### config.mk
export PLATFORM = sky130hd
export DESIGN_NAME = branch_resolve_update
export DESIGN_NICKNAME = d
export VERILOG_FILES = /design/src/rtl/branch_resolve_update_pkg.sv /design/src/rtl/branch_resolve_update_pred_tag_fifo.sv /design/src/rtl/branch_resolve_update.sv
export SDC_FILE = /design/constraint.sdc
export NUM_CORES = 1
export LEC_CHECK = 0
export BUFFER_PORTS_ARGS = -buffer_cell sky130_fd_sc_hd__buf_2
export CAP_MARGIN = 20
export CORE_UTILIZATION = 50
export CTS_BUF_LIST = sky130_fd_sc_hd__clkbuf_16
export CTS_CLUSTER_SIZE = 24
export DETAILED_ROUTE_END_ITERATION = 16
export PLACE_DENSITY_LB_ADDON = 0.2
export SETUP_SLACK_MARGIN = 0.4
export SYNTH_ARGS = -nofsm -noshare
export SYNTH_HDL_FRONTEND = slang
export SYNTH_SLANG_ARGS = --single-unit
### constraint.sdc
create_clock -name Clk -period 7.4 [get_ports Clk]
set_input_delay 1.48 -clock Clk [delete_from_list [all_inputs] [get_ports Clk]]
set_output_delay 1.48 -clock Clk [all_outputs]
set_load 0.005 [all_outputs]
### src/rtl/branch_resolve_update_pkg.sv
// Shared types and constants for the branch resolve/update block:
// the in-flight tag layout, the 2-bit control-bit encodings and the saturating step.
package branch_resolve_update_pkg;

  localparam int DEFAULT_DEPTH = 4;

  localparam logic [1:0] CB_SNT = 2'b00;
  localparam logic [1:0] CB_WNT = 2'b01;
  localparam logic [1:0] CB_WT  = 2'b10;
  localparam logic [1:0] CB_ST  = 2'b11;

  typedef struct packed {
    logic [31:0] pc;
    logic [31:0] ppc;
    logic [1:0]  cb;
    logic        pc_source;
  } tag_entry_t;

  // Two-bit saturating counter step toward taken or not-taken.
  function automatic logic [1:0] cb_step(input logic [1:0] base, input logic taken);
    if (taken) return (base == CB_ST) ? CB_ST : base + 2'b01;
    else       return (base == CB_SNT) ? CB_SNT : base - 2'b01;
  endfunction

endpackage

### src/rtl/branch_resolve_update_pred_tag_fifo.sv
// In-order FIFO of prediction tags for instructions between fetch and resolve.
// A clear empties it on the same edge and overrides any push or pop.
module pred_tag_fifo
  import branch_resolve_update_pkg::*;
#(
  parameter int DEPTH = DEFAULT_DEPTH
) (
  input  logic                     Clk,
  input  logic                     Rst,
  input  logic                     clear,
  input  logic                     push,
  input  tag_entry_t               push_data,
  input  logic                     pop,
  output tag_entry_t               head,
  output logic [$clog2(DEPTH):0]   count,
  output logic                     full
);

  localparam int PW = $clog2(DEPTH);
  localparam int CW = $clog2(DEPTH) + 1;

  tag_entry_t      mem [DEPTH];
  logic [PW-1:0]   wr_ptr;
  logic [PW-1:0]   rd_ptr;
  logic            do_push;
  logic            do_pop;

  // Pushes while full are dropped even if a pop frees a slot on the same edge.
  assign full    = (count == CW'(DEPTH));
  assign do_push = push && !full;
  assign do_pop  = pop && (count != '0);
  assign head    = mem[rd_ptr];

  always_ff @(posedge Clk) begin
    if (do_push) mem[wr_ptr] <= push_data;
  end

  always_ff @(posedge Clk) begin
    if (Rst || clear) begin
      wr_ptr <= '0;
      rd_ptr <= '0;
      count  <= '0;
    end else begin
      if (do_push) wr_ptr <= wr_ptr + PW'(1);
      if (do_pop)  rd_ptr <= rd_ptr + PW'(1);
      case ({do_push, do_pop})
        2'b10:   count <= count + CW'(1);
        2'b01:   count <= count - CW'(1);
        default: count <= count;
      endcase
    end
  end

endmodule

### src/rtl/branch_resolve_update.sv
// Resolves in-flight predictions in order: trains the prediction cache and
// raises a one-cycle flush with the corrected PC on a mispredict.
module branch_resolve_update
  import branch_resolve_update_pkg::*;
#(
  parameter int DEPTH = DEFAULT_DEPTH
) (
  input  logic                   Clk,
  input  logic                   Rst,
  input  logic                   F_Valid,
  input  logic [31:0]            F_PC,
  input  logic [33:0]            F_PPC_CB,
  input  logic                   F_PC_Source,
  input  logic                   R_Valid,
  input  logic                   R_IsBranch,
  input  logic                   R_Taken,
  input  logic [31:0]            R_Target,
  output logic                   WE,
  output logic [31:0]            WAddr,
  output logic [31:0]            Data,
  output logic [1:0]             Instr_new_CB,
  output logic                   Flush,
  output logic [31:0]            Redirect_PC,
  output logic                   Full,
  output logic [$clog2(DEPTH):0] Count
);

  tag_entry_t  push_entry;
  tag_entry_t  head;
  logic        pop;
  logic        actual_taken;
  logic [1:0]  base_cb;
  logic        wr_d;
  logic [31:0] data_d;
  logic [1:0]  cb_d;
  logic        mispredict;
  logic [31:0] redirect_d;

  assign push_entry = '{pc: F_PC, ppc: F_PPC_CB[33:2], cb: F_PPC_CB[1:0], pc_source: F_PC_Source};
  assign pop        = R_Valid && (Count != '0);

  pred_tag_fifo #(.DEPTH(DEPTH)) u_fifo (
    .Clk       (Clk),
    .Rst       (Rst),
    .clear     (pop && mispredict),
    .push      (F_Valid),
    .push_data (push_entry),
    .pop       (R_Valid),
    .head      (head),
    .count     (Count),
    .full      (Full)
  );

  // A not-predicted-taken entry trains from weak not-taken, whatever CB it carried.
  always_comb begin
    actual_taken = R_IsBranch && R_Taken;
    base_cb      = head.pc_source ? head.cb : CB_WNT;
    wr_d         = 1'b0;
    data_d       = R_Target;
    cb_d         = CB_SNT;
    if (R_IsBranch) begin
      wr_d = R_Taken || head.pc_source;
      cb_d = cb_step(base_cb, R_Taken);
    end else if (head.pc_source) begin
      wr_d   = 1'b1;
      data_d = head.ppc;
    end
    mispredict = (head.pc_source != actual_taken) ||
                 (head.pc_source && actual_taken && (head.ppc != R_Target));
    redirect_d = actual_taken ? R_Target : head.pc + 32'd4;
  end

  always_ff @(posedge Clk) begin
    if (Rst) begin
      WE           <= 1'b0;
      WAddr        <= '0;
      Data         <= '0;
      Instr_new_CB <= CB_SNT;
      Flush        <= 1'b0;
      Redirect_PC  <= '0;
    end else begin
      WE    <= pop && wr_d;
      Flush <= pop && mispredict;
      if (pop && wr_d) begin
        WAddr        <= head.pc;
        Data         <= data_d;
        Instr_new_CB <= cb_d;
      end
      if (pop && mispredict) Redirect_PC <= redirect_d;
    end
  end

endmodule

==> run summary, run 1 <==
The die covers 31,200 um2. The number of synthesis warnings is 0. The pre-CTS setup slack is between 3000 and 4000 ps. The number of max-slew violations in the final report came out at 0. The last weighted congestion value of the routability-driven placer came out at 0.808. The total power draw came out at 6.34 mW. Of the cells placed in the final design, the portion with a size suffix greater than 1 is 0.277. The detailed placement HPWL is around 25,000 um. The floorplan core area came out at 29,900 um2. The number of top-level pins is 209.

For this run, the leading register cell type out of synthesis is edfxtp_1. Of the available clock period, the critical path in the final layout requires 0.538. The post-synthesis average cell area is 14.6 um2. The deepest level of the CTS H-tree is 2. The power density over cell area came out at 356 nW/um2. After synthesis the cells add up to 15,300 um2.

The element type at the critical path start is a flip-flop. The fraction of met1 tracks used by global routing is 0.347. The share of the synthesized area in the top cell type came out at 0.527.

The die height came out at 177 um. The number of global-route vias before repair is 9,093. The max-capacitance violation count came out at 0. Port buffering added 208 buffers. The initial core utilization came out at 0.511.

After clock tree synthesis, the clock-pin slew on the worst setup and hold paths is ~60 ps. In the global route stage, met2 resource usage came out at 0.399. The floorplan has 63 rows. The post-place instance area is 16,600 um2.

The number of design-rule violations left by the first detailed-router iteration came out at 888. Setup repair after global routing left no endpoint under its margin. The wire length after detailed routing is 38,500 um. The initial antenna violation count is 6. edfxtp_1 takes more of the synthesized area than any other cell. The minimum period implied by the final worst setup slack is about 4000 ps. After global routing, the most crowded layer is met2. The final hold violation count came to 0. The wire length of the first global-routing pass came out at between 50,000 and 60,000 um. The transition time of the tightest slew-check pin is 963 ps. The top cell types in the final layout, fill and taps aside, are 268 x edfxtp_1, 207 x buf_2, 125 x nand2_1. The netlist uses 57 different library cells. Compared with the post-synthesis result, the final layout area differs by 16.6%. The arrival time of data at the critical path endpoint is 4410 ps. The required time at the worst-slack endpoint is about 7800 ps. The net count after synthesis is roughly 1,200. The total of hold buffers inserted after clock tree synthesis is 0.

The worst setup path is of the flip-flop to flip-flop kind. The final layout contains 1,361 nets. The worst clock skew came out at 16.1 ps. The final cell area excluding filler cells came out at between 15,000 and 20,000 um2. The number of resized instances in the post-cts repair step came out at 0. After synthesis the netlist holds a flip-flop and latch count of 377. The area taken by flip-flops and latches came out at 10,200 um2. Entering global routing, the biggest net connects 77 pins. For this design the static power due to leakage is 6.28 nW. The number of buffers added by the clock tree synthesis step is 39. The nature of the critical path endpoint is a flip-flop.

The length of the first detailed-routing pass in iterations came out at 5. The tightest min-delay check is of the flip-flop to flip-flop type. After synthesis, the cell types taking the most area are edfxtp_1 53%, dfxtp_1 14%, mux4_2 9.6%. TritonCTS built the clock tree. The number of flops mapped to enable cells by yosys is 268. The largest driver fanout on the critical path came out at 51. The run finished with clean final reports. The chip width is about 180 um.

Setup violations remaining at the end of the flow were counted as 0. The aggregate negative setup slack is 0 ps. The tree is rooted in a clkbuf_16. The worst slew margin relative to its limit is 0.358.

Once the clock tree was built, the setup fixing pass inserted 0 buffers. Summing all multi-input logic gate instances after layout gives approximately 4700 um2. The maximum vdd ir drop came out at 208 uV. The total clock sinks is 377. The via count came out at 9,510. The met3 usage in global routing came out at 0.0438. The average detailed-routed wire length per instance came out at 23.0 um. The global-route congestion overflow total came out at 0. The async set or reset register ratio after synthesis came out at 0. The maximum clock path buffer count came out at 3.

Leaving out fill and tap cells, the most frequent cell in the layout is edfxtp_1. The synthesized instance count came out at 1,049. The post-detailed-route DRC marker count is 0. The number of vias per cell is 5.68. The maximum clock frequency came out at 251 MHz. The number of fill cells is about 2,400.

The share of the yosys chip area belonging to registers is 0.670. For this run, the total global-route usage over all layers was measured as 0.247. The latest clock arrival within the worst-skew pair is about 520 ps. The number of antenna-violating nets in the routed design is 0. The setup slack of the critical path after layout is 3420 ps.
[cells by family after synthesis]
family,count (synthesis),synth area share
AOI/OAI and AO/OA,146,0.0605
xor gates and xnor gates,62,0.0356
adders and majority gates,9,0.00770
buffers and inverters,76,0.0260
DFF,377,0.670
muxes,84,0.109
and+or+nand+nor,295,0.0917
[synth_stat cells (11+ instances only)]
library cell / count
a211oi_1: 31
a21oi_1: 72
buf_2: 14
clkbuf_1: 35
dfxtp_1: 109
edfxtp_1: 268
inv_1: 14
mux2i_1: 17
mux4_2: 65
nand2_1: 125
nand2b_1: 17
nand3_1: 13
nand4_1: 11
nor2_1: 78
o21ai_0: 13
xnor2_1: 37
xor2_1: 25
[per-stage QoR]
step | hold WS, ps | util | std cells
global route | 470 | 0.595 | 1668
finish | 453 | 0.596 | 1673
detailed placement | 446 | 0.556 | 1596
CTS | 455 | 0.595 | 1667
global placement | 439 | 0.556 | 1596
floorplan | 448 | - | 1049
[report_power, final]
group          total [mW]  internal (mW)  switching [mW]
Sequential           2.83           2.62           0.204
Combinational        1.72          0.713            1.00
Clock                1.80           1.03           0.770
[routing by layer]
| metal | vias to the layer above | routed length (um) | part of all wire |
|---|---|---|---|
| met1 | 4757 | 16600 | 0.43 |
| met4 | 2 | 732 | 0.019 |
| met3 | 51 | 2560 | 0.067 |
| met2 | 362 | 18500 | 0.48 |
| li1 | 4338 | - | - |
| met5 | - | 12 | 0.00031 |
[final cells by class]
cell class                      instances  area share
Sequential cell                       377       0.575
Multi-Input combinational cell        596       0.263
Timing Repair Buffer                  220      0.0651
Clock buffer                           41      0.0576
Tap cell                              390      0.0274
Clock inverter                         30     0.00801
Inverter                               14     0.00295
Antenna cell                            5    0.000703
[final timing paths]
| kind | start | to | slack, ps | depth (start not counted) |
|---|---|---|---|---|
| max | flip-flop | flip-flop | 3420 | 9 |
| min | WAddr[16]$_SDFFE_PP0P_ | WAddr[16]$_SDFFE_PP0P_ | 450 | 2 |
| max reg2reg | flip-flop | flip-flop | 3420 | 9 |
| min reg2reg | WAddr[16]$_SDFFE_PP0P_ | WAddr[16]$_SDFFE_PP0P_ | 450 | 2 |
[flip-flops by register name (all words and copies together) (netlist names), named ones only]
| register | cells |
|---|---|
| u_fifo.mem | 268 |
| Flush | 1 |
| Redirect_PC | 32 |
| u_fifo.rd_ptr | 2 |
| Data | 32 |
| u_fifo.count | 3 |
| WE | 1 |
| Instr_new_CB | 2 |
| u_fifo.wr_ptr | 2 |
| WAddr | 32 |
[critical path, cell delays in order (launching register included)]
cell and delay [ps]:
dfxtp_4 870, buf_4 450, mux4_2 610, xnor2_1 350
nand4_1 220, nor2_1 220, a31oi_4 100, buf_4 320
or2_0 470, nor2_1 240
Power figures use the tool's default switching activity.
==> run 2: changes to the inputs <==
--- a/config.mk
+++ b/config.mk
@@ -5,6 +5,7 @@
 export SDC_FILE = /design/constraint.sdc
 export NUM_CORES = 1
 export LEC_CHECK = 0
+export ABC_AREA = 1
 export BUFFER_PORTS_ARGS = -buffer_cell sky130_fd_sc_hd__buf_2
 export CAP_MARGIN = 20
 export CORE_UTILIZATION = 50
==> constraint.sdc (replaced) <==
create_clock -name Clk -period 4.1 [get_ports Clk]
set_input_delay 0.82 -clock Clk [delete_from_list [all_inputs] [get_ports Clk]]
set_output_delay 0.82 -clock Clk [all_outputs]
set_load 0.005 [all_outputs]
==> run 2 against run 1 <==
Flip-flop and latch count did not move; setup slack worse by 2500 ps; register-to-register slack worse by 2500 ps; worst hold slack improved by 8.6 ps; via count is 41% higher; design area grew 8.5%; clock power grew 120%; highest routed layer unchanged.
==> run summary, run 2 <==
The share of the clock period used by the worst path came out at 0.766. The largest driver fanout on the critical path is 53. The arrival time of data at the critical path endpoint came out at 3580 ps. In the routed layout, each cell is associated on average with a via count of ~5.5. TritonCTS built the clock tree. The buffer and inverter count on the worst path came out at 3. The last weighted congestion value of the routability-driven placer came out at 0.895. The floorplan step set the die width to 183 um. Counting distinct cell types in the post-synthesis netlist gives 32.

The number of antenna-violating nets in the routed design is 0. The number of setup buffers added after CTS is 0. The post-detailed-route DRC marker count is 0. The total clock sinks is 377.

The minimum period implied by the final worst setup slack is 3140 ps. The floorplan core area came out at 32,500 um2. On the final layout, the worst clock skew is 26.7 ps.

The post-synthesis instance area came out at approximately 16,000 um2. The relative contribution of sequential cells to total power is 0.385. The number of max-slew violations in the final report is 0.

The share of the synthesized area in the top cell type is 0.489. The post-CTS clock slew at the launch and capture registers of the worst setup and hold paths came out at 60 ps. The worst slew margin relative to its limit is 0.333. The final hold violation count came out at 0.

The later pin in the worst-skew pair is clocked with a latency of 540 ps. On the critical path the largest part of the delay comes from simple AND/OR/NAND/NOR gates. Ranked by instance count, the synthesized netlist is headed by 603 x nand2_1, 268 x edfxtp_1, 209 x nand3_1. In this design, the stage delay of the slowest critical-path cell is ~360 ps. The via count came out at 13,400. The combinational group share of total power came out at 0.319. The fraction of final layout cells sized beyond drive strength 1 came out at 0.158. The deepest level of the CTS H-tree is 2. Yosys attributes the largest share of cell area to edfxtp_1 49%, nand2_1 14%, dfxtp_1 13%.

The library cells used most frequently in the layout, excluding fill and tap cells, are 603 x nand2_1, 268 x edfxtp_1, 209 x nand3_1. Setup repair after global routing left no endpoint under its margin. The wire length of the first global-routing pass is approximately 70,000 um. The number of top-level pins came out at 209. STA classifies the critical path endpoint as a flip-flop. The initial core utilization is 0.507. The register with the most flip-flops in the layout has 268 of them.

The element type at the critical path start is a flip-flop. In this run, CTS created clock tree buffers numbering 40. The switching share of power is 0.360.

The number of global-route vias before repair came out at 12,400. The relative area change from synthesis to final layout is 17.5%. Entering global routing, the biggest net connects 139 pins. The maximum clock frequency is between 300 and 400 MHz. u_fifo.mem holds more flip-flops than any other register.

Counting flops with an async set or reset pin after synthesis yields a share of 0. The share of the Yosys chip area taken by registers is 0.622. The largest individual stage delay along the critical path comes from the cell dfxtp_4. The max-capacitance violation count came out at 0. For the pin with the worst max-slew slack, the measured transition is 992 ps. The critical path in this run is classified as flip-flop to flip-flop. The final core utilization came out at 0.595. The overall routing resource usage is 0.272.

Counting along the longest clock path gives a buffer depth of 3. Row generation in the floorplan step produced between 60 and 70 rows. The most used flip-flop cell after synthesis is edfxtp_1.

The number of resized instances in the post-cts repair step is 0. Summing all multi-input logic gate instances after layout gives 5400 um2. The area taken by flip-flops and latches is 10,200 um2.

The tightest min-delay check is of the flip-flop to flip-flop type. The buffer cell driving the clock tree root is clkbuf_16. The setup slack of the critical path after layout is 961 ps. The antenna cell count came out at 0. The count of input and output buffers is 208.

The run finished with clean final reports. The most frequent cell after synthesis is nand2_1. The detailed placement HPWL is around 30,000 um. Setup violations remaining at the end of the flow were counted as 0. The cell leakage power came out at 8.37 nW. The number of synthesized register bits came out at 377. During synthesis, Yosys emitted a total of 0 warnings. The number of flops mapped to enable cells by yosys is 268. The pre-CTS setup slack came out at 1060 ps. After detailed routing, the average wire length per cell comes to 18.7 um.

The maximum vdd ir drop is 343 uV. For the worst setup path, the data required time is 4540 ps. The total of hold buffers inserted after clock tree synthesis is 0. The total net switching power is 4.71 mW. In this design, the critical path's most frequently occurring cell is nand2_1. Traced cell by cell, the critical path runs through clkinv_2 -> buf_12 -> nand2_1 -> nand3_1 -> nand3_1 -> nand2_1 -> inv_1 -> nand2_1 -> nor2_1 -> nand2_1 -> nor2_1 -> nand2_1 -> nand2_1 -> nand2_2 -> nand2_2 -> nand2_1 -> nor2_1. In this run, the number of DRC markers left after iteration 0 of detailed routing was 1,309. The initial antenna violation count came out at 1.

The length of the first detailed-routing pass in iterations is 5. The die height came out at between 150 and 200 um. The portion of total power attributed to the clock network came out at 0.296. The die outline area came out at around 34,000 um2.

The global-route congestion overflow total came out at 0. The power density over cell area came out at between 600 and 700 nW/um2. For this run, the post-layout net count is 2,089.

The biggest area contributor in the post-synthesis netlist is edfxtp_1. The wire length after detailed routing is 45,900 um. The post-synthesis average cell area is 9.19 um2. The net count after synthesis is around 1,900. The number of fill cells is 2,753. The synthesized instance count came out at 1,790. Internal power comes to 8.37 mW. Leaving out fill and tap cells, the most frequent cell in the layout is nand2_1.
[run 2: cell count changes in the layout (fill, tap and decap cells not counted), moves of 14 or more]
cell,change
xnor2_1,-36
nor2_1,+47
nand2b_1,-16
mux2i_1,-17
o21ai_0,+109
buf_4,+14
inv_1,+74
a211oi_1,-31
mux4_2,-65
nand3_1,+196
nand2_1,+478
xor2_1,-19
nand4_1,+33
[run 2: worst reg2reg max path, stage by stage (launching register included)]
cell and delay (ps):
dfxtp_4 360, clkinv_2 340, buf_12 370, nand2_1 140, nand3_1 100, nand3_1 110
nand2_1 60, inv_1 60, nand2_1 50, nor2_1 100, nand2_1 70, nor2_1 210
nand2_1 90, nand2_1 80, nand2_2 60, nand2_2 360, nand2_1 290, nor2_1 210
[run 2: logic make-up after synthesis]
| group | synth area share |
|---|---|
| buf+inv | 0.0521 |
| xor+xnor | 0.00373 |
| simple gates | 0.253 |
| fa+ha+maj | 0.00654 |
| flops | 0.622 |
| compound gates | 0.0628 |
[run 2: path summary, 6_finish.rpt]
| kind | cells past startpoint | slack [ps] | from | to |
|---|---|---|---|---|
| max | 17 | 960 | flip-flop | flip-flop |
| min | 2 | 460 | Redirect_PC[18]$_SDFFE_PP0P_ | Redirect_PC[18]$_SDFFE_PP0P_ |
| max reg2reg | 17 | 960 | flip-flop | flip-flop |
| min reg2reg | 2 | 460 | Redirect_PC[18]$_SDFFE_PP0P_ | Redirect_PC[18]$_SDFFE_PP0P_ |
[run 2: area by class of cell]
class,instances,share of cell area
sequential,377,0.530
inverter,102,0.0199
timing repair buffer,238,0.0688
tap,442,0.0286
clock inverter,32,0.0190
multi-input combinational,1217,0.280
clock buffer,42,0.0544
[run 2: power groups by stage]
stage	sequential (mW)	clock, mW	combinational (mW)
3_5_place_dp	5.10	0	4.14
2_1_floorplan	5.10	0	2.73
3_3_place_gp	5.10	0	4.07
4_1_cts	5.03	3.91	4.16
6_report	5.04	3.87	4.17
5_1_grt	5.09	4.06	4.67
[run 2: through the flow]
step	power (mW)	std cells	hold slack [ps]	setup TNS, ps	area [um2]
3_5_place_dp	9.24	2376	456	0	17900
3_3_place_gp	9.17	2376	453	0	17900
4_1_cts	13.1	2450	466	0	19300
2_1_floorplan	7.84	1790	455	-50580	16400
6_report	13.1	2450	461	0	19300
5_1_grt	13.8	2450	487	0	19300
[run 2: metal layers]
metal / vias to the layer above / track usage / wire length (um) / part of all wire
met3: 69 / 0.0346 / 3270 / 0.071
li1: 6420 / - / - / -
met5: - / 0 / 13 / 0.00028
met4: 2 / 0.0810 / 1040 / 0.023
met1: 6403 / 0.381 / 20100 / 0.44
met2: 522 / 0.442 / 21500 / 0.47
